`config.mk`:
```
export PLATFORM = sky130hd
export DESIGN_NAME = change_dispenser_flat
export DESIGN_NICKNAME = d
export VERILOG_FILES = /design/src/rtl/change_dispenser_if.sv /design/src/rtl/change_dispenser.sv /design/src/flat_wrapper.sv
export SDC_FILE = /design/constraint.sdc
export NUM_CORES = 1
export LEC_CHECK = 0
export CAP_MARGIN = 20
export CORE_MARGIN = 2
export CORE_UTILIZATION = 54
export DETAILED_ROUTE_END_ITERATION = 8
export PLACE_DENSITY = 0.78
export SLEW_MARGIN = 20
export SYNTH_ARGS = -nofsm -noshare
export SYNTH_HDL_FRONTEND = slang
export SYNTH_SLANG_ARGS = --single-unit
export TNS_END_PERCENT = 100
```
`constraint.sdc`:
```
create_clock -name clk -period 4.5 [get_ports clk]
set_clock_uncertainty 0.15 [all_clocks]
set_input_delay 0.9 -clock clk [delete_from_list [all_inputs] [get_ports clk]]
set_output_delay 0.9 -clock clk [all_outputs]
set_load 0.02 [all_outputs]
```
`src/rtl/change_dispenser_if.sv`:
```
`default_nettype none
// ============================================================================
// Module      : change_dispenser_if
// Description : Bundles the credit/refund request, coin hopper handshake,
//               per-refund result and restock/stock signals of the change
//               dispenser.
//               slave  - the dispenser side (drives results, coin offers, stock)
//               master - the credit accumulator / hopper driver side
// Revision    : 1.0 - initial release
// ============================================================================
interface change_dispenser_if #(
    parameter int CREDIT_W = 8,
    parameter int CNT_W    = 4,
    parameter int NDEN     = 5
);
    // Refund request from the credit accumulator
    logic                     refund;
    logic [CREDIT_W-1:0]      credit;
    logic                     busy;
    // Coin offer to the hopper driver
    logic                     coin_valid;
    logic [2:0]               coin_sel;
    logic                     coin_ready;
    // Per-refund result
    logic [NDEN*CNT_W-1:0]    counts;
    logic [CREDIT_W-1:0]      remainder;
    logic                     shortfall;
    logic                     done;
    // Hopper stock maintenance
    logic                     restock;
    logic [2:0]               restock_sel;
    logic [CNT_W-1:0]         restock_amt;
    logic [NDEN*CNT_W-1:0]    stock;

    modport slave (
        input  refund, credit, coin_ready, restock, restock_sel, restock_amt,
        output busy, coin_valid, coin_sel, counts, remainder, shortfall, done,
               stock
    );

    modport master (
        output refund, credit, coin_ready, restock, restock_sel, restock_amt,
        input  busy, coin_valid, coin_sel, counts, remainder, shortfall, done,
               stock
    );
endinterface
`default_nettype wire

```
`src/rtl/change_dispenser.sv`:
```
`default_nettype none
// ============================================================================
// Module      : change_dispenser
// Description : Greedy largest-first coin change dispenser. A refund latches
//               the credit, then the FSM walks the denominations from the
//               largest down, offering one coin per valid/ready handshake to
//               the hopper while tracking hopper stock and per-refund counts.
// Ports       : clk   - rising-edge clock
//               rst_n - asynchronous active-low reset
//               bus   - change_dispenser_if.slave (refund/credit/busy,
//                       coin_valid/coin_sel/coin_ready, counts/remainder/
//                       shortfall/done, restock/restock_sel/restock_amt/stock)
// Revision    : 1.0 - initial release
// ============================================================================
module change_dispenser #(
    parameter int                     CREDIT_W   = 8,
    parameter int                     CNT_W      = 4,
    parameter int                     NDEN       = 5,
    parameter logic [NDEN*CREDIT_W-1:0] DENOMS   = {8'd100, 8'd50, 8'd20, 8'd10, 8'd5},
    parameter logic [CNT_W-1:0]       INIT_STOCK = 4'd15
) (
    input  logic               clk,
    input  logic               rst_n,
    change_dispenser_if.slave  bus
);

    localparam int               IDX_W   = 3;
    localparam logic [CNT_W-1:0] CNT_MAX = '1;

    typedef enum logic [1:0] {
        S_IDLE  = 2'd0,
        S_SCAN  = 2'd1,
        S_ISSUE = 2'd2,
        S_DONE  = 2'd3
    } state_t;

    state_t              state_q,     state_d;
    logic [CREDIT_W-1:0] rem_q,       rem_d;
    logic [IDX_W-1:0]    idx_q,       idx_d;
    logic [CREDIT_W-1:0] remainder_q, remainder_d;
    logic                shortfall_q, shortfall_d;

    logic [CNT_W-1:0]    stock_q  [NDEN];
    logic [CNT_W-1:0]    stock_d  [NDEN];
    logic [CNT_W-1:0]    counts_q [NDEN];
    logic [CNT_W-1:0]    counts_d [NDEN];
    logic [CREDIT_W-1:0] w_denom  [NDEN];

    logic                  w_hs;
    logic                  w_clr;
    logic                  w_elig;
    logic [NDEN*CNT_W-1:0] w_stock_pk;
    logic [NDEN*CNT_W-1:0] w_counts_pk;

    // Unpack denominations and pack per-slot state onto the bus
    always_comb begin
        w_stock_pk  = '0;
        w_counts_pk = '0;
        for (int i = 0; i < NDEN; i++) begin
            w_denom[i]                    = DENOMS[i*CREDIT_W +: CREDIT_W];
            w_stock_pk[i*CNT_W +: CNT_W]  = stock_q[i];
            w_counts_pk[i*CNT_W +: CNT_W] = counts_q[i];
        end
    end

    assign w_hs   = (state_q == S_ISSUE) && bus.coin_ready;
    // A denomination at zero stock or at a saturated count cannot be issued
    assign w_elig = (rem_q >= w_denom[idx_q]) &&
                    (stock_q[idx_q] != '0) &&
                    (counts_q[idx_q] != CNT_MAX);

    // ------------------------------------------------------------------
    // FSM next-state / datapath control
    // ------------------------------------------------------------------
    always_comb begin
        state_d     = state_q;
        rem_d       = rem_q;
        idx_d       = idx_q;
        remainder_d = remainder_q;
        shortfall_d = shortfall_q;
        w_clr       = 1'b0;
        case (state_q)
            S_IDLE: begin
                if (bus.refund) begin
                    rem_d   = bus.credit;
                    idx_d   = IDX_W'(NDEN - 1);
                    w_clr   = 1'b1;
                    state_d = S_SCAN;
                end
            end
            S_SCAN: begin
                if (w_elig) begin
                    state_d = S_ISSUE;
                end else if (idx_q != '0) begin
                    idx_d = idx_q - IDX_W'(1);
                end else begin
                    // Result is captured on entry so it is valid while done is high
                    remainder_d = rem_q;
                    shortfall_d = (rem_q != '0);
                    state_d     = S_DONE;
                end
            end
            S_ISSUE: begin
                if (bus.coin_ready) begin
                    rem_d   = rem_q - w_denom[idx_q];
                    state_d = S_SCAN;
                end
            end
            S_DONE: begin
                state_d = S_IDLE;
            end
            default: begin
                state_d = S_IDLE;
            end
        endcase
    end

    always_ff @(posedge clk or negedge rst_n) begin
        if (!rst_n) begin
            state_q     <= S_IDLE;
            rem_q       <= '0;
            idx_q       <= '0;
            remainder_q <= '0;
            shortfall_q <= 1'b0;
        end else begin
            state_q     <= state_d;
            rem_q       <= rem_d;
            idx_q       <= idx_d;
            remainder_q <= remainder_d;
            shortfall_q <= shortfall_d;
        end
    end

    // ------------------------------------------------------------------
    // Per-denomination stock and count registers
    // ------------------------------------------------------------------
    for (genvar i = 0; i < NDEN; i++) begin : g_slot
        logic             w_dec;
        logic             w_add;
        logic [CNT_W:0]   w_sum;

        assign w_dec = w_hs && (idx_q == IDX_W'(i));
        assign w_add = bus.restock && (bus.restock_sel == IDX_W'(i));

        // Computed one bit wider so a restock overflow can be clamped; the
        // decrement only happens on a non-empty slot so it never underflows.
        assign w_sum = {1'b0, stock_q[i]}
                     + (w_add ? {1'b0, bus.restock_amt} : {(CNT_W+1){1'b0}})
                     - {{CNT_W{1'b0}}, w_dec};

        assign stock_d[i]  = w_sum[CNT_W] ? CNT_MAX : w_sum[CNT_W-1:0];
        assign counts_d[i] = w_clr ? '0 :
                             (w_dec ? counts_q[i] + CNT_W'(1) : counts_q[i]);

        always_ff @(posedge clk or negedge rst_n) begin
            if (!rst_n) begin
                stock_q[i]  <= INIT_STOCK;
                counts_q[i] <= '0;
            end else begin
                stock_q[i]  <= stock_d[i];
                counts_q[i] <= counts_d[i];
            end
        end
    end

    // ------------------------------------------------------------------
    // Outputs
    // ------------------------------------------------------------------
    assign bus.busy       = (state_q != S_IDLE);
    assign bus.coin_valid = (state_q == S_ISSUE);
    assign bus.coin_sel   = (state_q == S_ISSUE) ? idx_q : '0;
    assign bus.done       = (state_q == S_DONE);
    assign bus.remainder  = remainder_q;
    assign bus.shortfall  = shortfall_q;
    assign bus.counts     = w_counts_pk;
    assign bus.stock      = w_stock_pk;

endmodule
`default_nettype wire

```
`src/flat_wrapper.sv`:
```
// flat-port wrapper written by rule: the top's interface ports become plain ports
module change_dispenser_flat 
#(
    parameter int                     CREDIT_W   = 8,
    parameter int                     CNT_W      = 4,
    parameter int                     NDEN       = 5,
    parameter logic [NDEN*CREDIT_W-1:0] DENOMS   = {8'd100, 8'd50, 8'd20, 8'd10, 8'd5},
    parameter logic [CNT_W-1:0]       INIT_STOCK = 4'd15
)
  (clk, rst_n, bus_refund, bus_credit, bus_coin_ready, bus_restock, bus_restock_sel, bus_restock_amt, bus_busy, bus_coin_valid, bus_coin_sel, bus_counts, bus_remainder, bus_shortfall, bus_done, bus_stock);
  change_dispenser_if #(.CREDIT_W(CREDIT_W), .CNT_W(CNT_W), .NDEN(NDEN)) bus_i ();
  input  logic clk;
  input  logic rst_n;
  input wire logic [$bits(bus_i.refund)-1:0] bus_refund;
  input wire logic [$bits(bus_i.credit)-1:0] bus_credit;
  input wire logic [$bits(bus_i.coin_ready)-1:0] bus_coin_ready;
  input wire logic [$bits(bus_i.restock)-1:0] bus_restock;
  input wire logic [$bits(bus_i.restock_sel)-1:0] bus_restock_sel;
  input wire logic [$bits(bus_i.restock_amt)-1:0] bus_restock_amt;
  output wire logic [$bits(bus_i.busy)-1:0] bus_busy;
  output wire logic [$bits(bus_i.coin_valid)-1:0] bus_coin_valid;
  output wire logic [$bits(bus_i.coin_sel)-1:0] bus_coin_sel;
  output wire logic [$bits(bus_i.counts)-1:0] bus_counts;
  output wire logic [$bits(bus_i.remainder)-1:0] bus_remainder;
  output wire logic [$bits(bus_i.shortfall)-1:0] bus_shortfall;
  output wire logic [$bits(bus_i.done)-1:0] bus_done;
  output wire logic [$bits(bus_i.stock)-1:0] bus_stock;
  assign bus_i.refund = bus_refund;
  assign bus_i.credit = bus_credit;
  assign bus_i.coin_ready = bus_coin_ready;
  assign bus_i.restock = bus_restock;
  assign bus_i.restock_sel = bus_restock_sel;
  assign bus_i.restock_amt = bus_restock_amt;
  assign bus_busy = bus_i.busy;
  assign bus_coin_valid = bus_i.coin_valid;
  assign bus_coin_sel = bus_i.coin_sel;
  assign bus_counts = bus_i.counts;
  assign bus_remainder = bus_i.remainder;
  assign bus_shortfall = bus_i.shortfall;
  assign bus_done = bus_i.done;
  assign bus_stock = bus_i.stock;
  change_dispenser #(.CREDIT_W(CREDIT_W), .CNT_W(CNT_W), .NDEN(NDEN), .DENOMS(DENOMS), .INIT_STOCK(INIT_STOCK)) u_core (.clk(clk), .rst_n(rst_n), .bus(bus_i));
endmodule
```
-- After elaboration in Yosys (flattened, before gate mapping)
Memories as Yosys holds them, arrays and structs flattened.
Cells that the tools add are included.
- $add $sub $neg: 17
- multiplexer cells: 43
- order comparisons: 2
- bitwise operators: 3
- reductions and logical operators: 31
- equal/unequal tests: 17
- operators with widths (operator ; number):
    $mux 4 ; 24
    $mux 8 ; 4
    $add 4x5->5 ; 5
    $sub 5x1->5 ; 5
    $bmux 4 s3 ; 2
    $add 4x1->4 const B ; 5
    $pmux 8 s2 ; 1
    $reduce_bool 2->1 ; 8
    $logic_and 1x1->1 ; 13
    $eq 3x2->1 const B ; 4
    $mux 3 ; 4
    $reduce_and 3->1 ; 3
    $ge 8x8->1 ; 1
    $mux 2 ; 4
    $pmux 2 s4 ; 1
    $reduce_bool 8->1 ; 1
    $sub 8x8->8 ; 1
    $eq 3x1->1 const B ; 2
    $eq 3x3->1 const B ; 2
    $logic_not 3->1 ; 2
    $ne 2x2->1 const B ; 3
    $pmux 3 s2 ; 1
    $eq 2x2->1 const B ; 2
    $ge 4x4->1 const B ; 1
    12 further kinds ; 14
- bits in registers: 62
- output and inout bits: 55
- memory bits (read-only): 64
- logic and storage cells: 129
- memories kept: 1
- input port bits: 20
- memories (name ; words ; width ; rd ports ; clocked after Yosys merged registers in ; write ports ; line ; text):
    (no name shown) ; 8 ; 8 ; 1 ; 0 ; 0 ; change_dispenser.sv:68 ; assign w_elig = (rem_q >= w_denom[idx_q]) &&

-- Depth between registers and ports, before layout
- depth after elaboration: 9
- gate-level depth with buffers: 14
- mapped depth without buffers: 12

-- Worst setup path after synthesis
No wires, ideal clock.
- path kind: in2reg
- start: input port bus_coin_ready
- end: register u_core.stock_q (netlist bit u_core.bus.stock[8])
- slack: 1341 ps
- required time: 4265 ps
- cell stages on the path: 11
- arrival time: 2924 ps
- setup time: 85 ps
- buffers on the path: 1
- path through: and3_1 and2_1 clkbuf_1 ha_1 inv_1 ha_1 fa_1 a21o_1 a21oi_1 xor2_1 nand2b_1
- RTL lines (what ; line ; text):
    start: declaration ; flat_wrapper.sv:16 ; input wire logic [$bits(bus_i.coin_ready)-1:0] bus_coin_ready;
    end signal: indexed assignment ; change_dispenser.sv:160 ; stock_q[i] <= stock_d[i];
    end: declaration ; change_dispenser.sv:43 ; logic [CNT_W-1:0] stock_q [NDEN];

-- Worst setup path after layout
- start: register u_core.idx_q[0]
- end: register u_core.remainder_q[0], in the netlist u_core.bus.remainder[0]
- word-level cells in the longest chain between the ends: 9
- elaborated cells on any way between the ends: 19
- those cells by class: 1 x order compare; 1 x eq/ne; 8 x mux; 3 x bitwise; 5 x reduce/logical; 1 x memory
- RTL lines (what ; line ; text):
    start: declaration ; change_dispenser.sv:39 ; logic [IDX_W-1:0] idx_q, idx_d;
    start signal: assignment ; change_dispenser.sv:128 ; idx_q <= idx_d;
    $not 3->4 (not written as such) ; change_dispenser.sv:68, change_dispenser.sv:69, change_dispenser.sv:70 ;
    $mem_v2 8x8 or $bmux 4 s3 (tied branches) ; n/a ;
    $mux 8 (not written as such) or $mux 4 (tied branches) (2 in series) ; change_dispenser.sv:68, change_dispenser.sv:69 ;
    $ge 8x8->1 or $reduce_bool 4->1 (tied branches) ; change_dispenser.sv:68, change_dispenser.sv:69 ;
    $logic_and 1x1->1 ; change_dispenser.sv:68 ;
    $logic_and 1x1->1 ; change_dispenser.sv:69 ; (stock_q[idx_q] != '0) &&
    $not 1->1 (no source line) ; n/a ;
    $reduce_and 3->1 (no source line) * ; n/a ;
    end signal: assignment ; change_dispenser.sv:129 ; remainder_q <= remainder_d;
    end: declaration ; change_dispenser.sv:40 ; logic [CREDIT_W-1:0] remainder_q, remainder_d;
Every way passes the cells marked *; elsewhere a longest branch is shown, timed or not. The select of a mux whose other input is x is not followed.
A chain may end at the register's enable or synchronous reset.

==> flow_metrics.py <==
metrics = {
    "detailed_routing": {
        "post_drt_wl_per_cell_um": 14.67,
        "drc": 0,
        "post_drt_via_cell_ratio": 5.300,
        "wl_um": 9520,
        "drtPass1Iterations": 4,
        "drt_iter0_drc": 144,
        "ant_nets": 0,
        "vias": 3440,
    },
    "grt": {
        "grt_max_degree": 33,
        "grt_pass1_wl_um": 15950,
        "antenna_found_initial": 0,
        "overflow": 0,
        "grt_pass1_vias": 3385,
        "track_usage_pct": 23.30,
    },
    "synth": {
        "post-synth-top-count-cell": "inv_1",
        "synth_edf_count": 0,
        "synth_ff_type": "dfrtp_1",
        "synth_largest_area_cell": "dfrtp_1",
        "async_reset_ff_share_pct": 100.0,
        "synth_seq_cells": 62,
        "ys_types": 44,
        "synth_top_area_share_pct": 24.19,
        "synthTopCellsByArea": "dfrtp_1 24%, ha_1 16%, dfstp_2 12%, inv_1 5.4%, xor2_1 4.0%",
        "synth-seq-area-share_pct": 36.28,
        "avgSynthCellArea_um2": 9.365,
        "yosys_warnings": 0,
        "syn_area_um2": 4345,
        "synthTopCellsByCount": "62 x inv_1, 57 x ha_1, 45 x nand2_1",
        "synth.net_count": 547,
        "postSynthCellCount": 464,
    },
    "cts": {
        "cts_hold_buf": 0,
        "cts_root_buf": "clkbuf_8",
        "cts_setup_buffers": 0,
        "cts_buffer_depth": 2,
        "cts.repair.resized": 0,
        "insertion_delay_ns": 0.34,
        "h-tree-depth": 3,
        "clock-sinks": 62,
        "cts_buffers": 9,
        "clk_pin_slew_worst_paths_ns": 0.06,
        "cts_tree": "done",
    },
    "die": {
        "fp.dieH_um": 93.71,
        "start_util_pct": 55.94,
        "rows": 32,
        "die_w_um": 93.71,
        "core_area_um2": 7767,
        "ioPinCount": 75,
        "die_area_um2": 8781,
    },
    "power": {
        "netSwitchingPower_mw": 1.345,
        "switching_share_pct": 40.91,
        "p_leak_nw": 2.696,
        "combPwrFrac_pct": 54.5,
        "power_density_nw_per_um2": 605.1,
        "pwr-share-clk_pct": 17.1,
        "p_int_mw": 1.942,
        "ir_drop_uv": 323.0,
        "seqPwrFrac_pct": 28.4,
    },
    "worst_setup_path": {
        "r2r_setup_slack_ns": 0.87,
        "end_kind": "flip-flop",
        "cp_data_required_time_ns": 4.57,
        "cp_max_fo": 9,
        "path_class": "reg2reg",
        "path_cells": "inv_1 -> ha_1 -> nor2b_1 -> ha_1 -> fa_1 -> nor2b_1 -> o31a_1 -> o221a_2 -> o32ai_4 -> nand4b_4 -> mux2_1",
        "critPathArrivalTime_ns": 3.69,
        "crit_path_max_incr_delay_ns": 0.45,
        "path_delay_family": "compound AO/OA/AOI/OAI gates",
        "crit_slowest_cell": "dfrtp_1",
        "crit_buf_inv": 1,
        "startpoint_type": "flip-flop",
    },
    "placement": {
        "dpl.cell_count": 633,
        "dpl_cell_area_um2": 5197,
        "dp_hpwl_um": 7560,
        "gp_congestion": 0.8484,
        "port_buffers": 74,
    },
    "layout": {
        "design_area_um2": 5431,
        "fill_cells": 597,
        "drive_above_1_share_pct": 9.689,
        "diodes": 0,
        "nets": 625,
        "area_delta_synth_final_pct": 24.99,
        "stdcell_count": 649,
    },
    "job": {
        "max_cap_violations": 0,
    },
    "timing": {
        "finalCriticalPeriod_ns": 3.625,
        "setup-tns-final_ns": 0,
        "rsz0062_at_grt": "false",
        "slew_headroom_pct": 56.25,
        "hold_viol_final": 0,
        "maxSlewViolCount": 0,
        "fmax_mhz": 275.9,
        "finalSetupViolations": 0,
        "worst_pin_slew_ns": 0.6563,
        "fin_crit_sh_pct": 80.56,
    },
    "status": {
        "status": "finished, final reports clean",
    },
    "hold_path": {
        "hold_path_class": "reg2reg",
    },
}
[state kept, by name (all words and copies together) (netlist names)]
name / count
u_core.bus.counts: 20
u_core.bus.remainder: 8
u_core.bus.shortfall: 1
u_core.bus.stock: 20
u_core.idx_q: 3
u_core.rem_q: 8
u_core.state_q: 2
[metal layers]
metal  vias up  share of wire [%]  GRT usage (%)
li1       1711                  -              -
met3        10                4.5          6.421
met4         0                1.1          5.556
met5         -                  0              0
met1      1642                 45          29.85
met2        77                 49          39.23
[per-stage QoR]
step | power (mW) | hold WS (ns) | setup WS (ns) | utilization [%]
3_5_place_dp | 2.723 | 0.3313 | 0.5395 | 66.91
6_report | 3.287 | 0.3407 | 0.8749 | 69.93
4_1_cts | 3.302 | 0.3464 | 0.8876 | 69.93
2_1_floorplan | 2.167 | 0.3311 | 1.341 | -
5_1_grt | 3.566 | 0.3638 | 0.6188 | 69.93
3_3_place_gp | 2.651 | 0.3239 | 0.6427 | 66.91
[worst reg2reg max path, stage by stage (launching register included)]
cell	delay, ns
dfrtp_1	0.45
inv_1	0.21
ha_1	0.30
nor2b_1	0.41
ha_1	0.28
fa_1	0.19
nor2b_1	0.07
o31a_1	0.28
o221a_2	0.32
o32ai_4	0.23
nand4b_4	0.25
mux2_1	0.37
[cell families after synthesis]
kind of cell               after synthesis  share of synthesized area, %
AOI/OAI and AO/OA                       59                         9.099
xor gates and xnor gates                32                         6.450
adders and majority gates               63                         19.18
buffers and inverters                   75                         6.479
DFF                                     62                         36.28
muxes                                   18                         4.463
and+or+nand+nor                        155                         18.05
[placed cells by master, fill, tap and decap left out, types with 4 or more instances in the layout]
cell type        instances
nand2b_1                13
buf_4                    4
clkdlybuf4s50_1         73
nand2_1                 45
nor2_1                  37
xnor2_1                 12
a21oi_1                 20
nand3_1                  6
dfrtp_1                 42
o21ai_0                  8
nor2b_1                  5
inv_1                   62
a21o_1                  10
dfstp_2                 20
nor3_1                   7
nand4_1                  9
mux2i_1                  7
xor2_1                  20
clkbuf_8                12
and2_1                  11
and3_1                   4
mux2_2                   4
a211oi_1                 5
ha_1                    57
mux2_1                   7
or4_1                    4
fa_1                     6
[final cells by class]
| class | count | area, um^2 | share of cell area (%) |
|---|---|---|---|
| well taps | 102 | 127.6 | 2.350 |
| flip-flops and latches | 62 | 1577 | 29.03 |
| inverters | 64 | 240.2 | 4.423 |
| clock buffers | 13 | 168.9 | 3.110 |
| repair buffers | 78 | 765.7 | 14.10 |
| clock inverters | 3 | 65.06 | 1.198 |
| multi-input cells | 327 | 2487 | 45.80 |
[power by group through the flow]
stage	combinational [mW]	clock, mW	sequential, mW
after floorplan	1.15	0	1.02
after global placement	1.72	0	0.936
after detailed placement	1.78	0	0.942
after CTS	1.79	0.573	0.934
after global routing	2.00	0.603	0.963
final	1.79	0.561	0.934
[worst paths after layout]
kind,startpoint,end,depth (start not counted)
setup / recovery,u_core.idx_q[0],u_core.bus.remainder[0],11
hold / removal,u_core.bus.remainder[0],u_core.bus.remainder[0],1
setup reg to reg,u_core.idx_q[0],u_core.bus.remainder[0],11
hold reg to reg,u_core.bus.remainder[0],u_core.bus.remainder[0],1
max in group asynchronous,rst_n,u_core.bus.stock[6],2
min in group asynchronous,rst_n,u_core.rem_q[5],1
(Power assumes the default switching activity.)
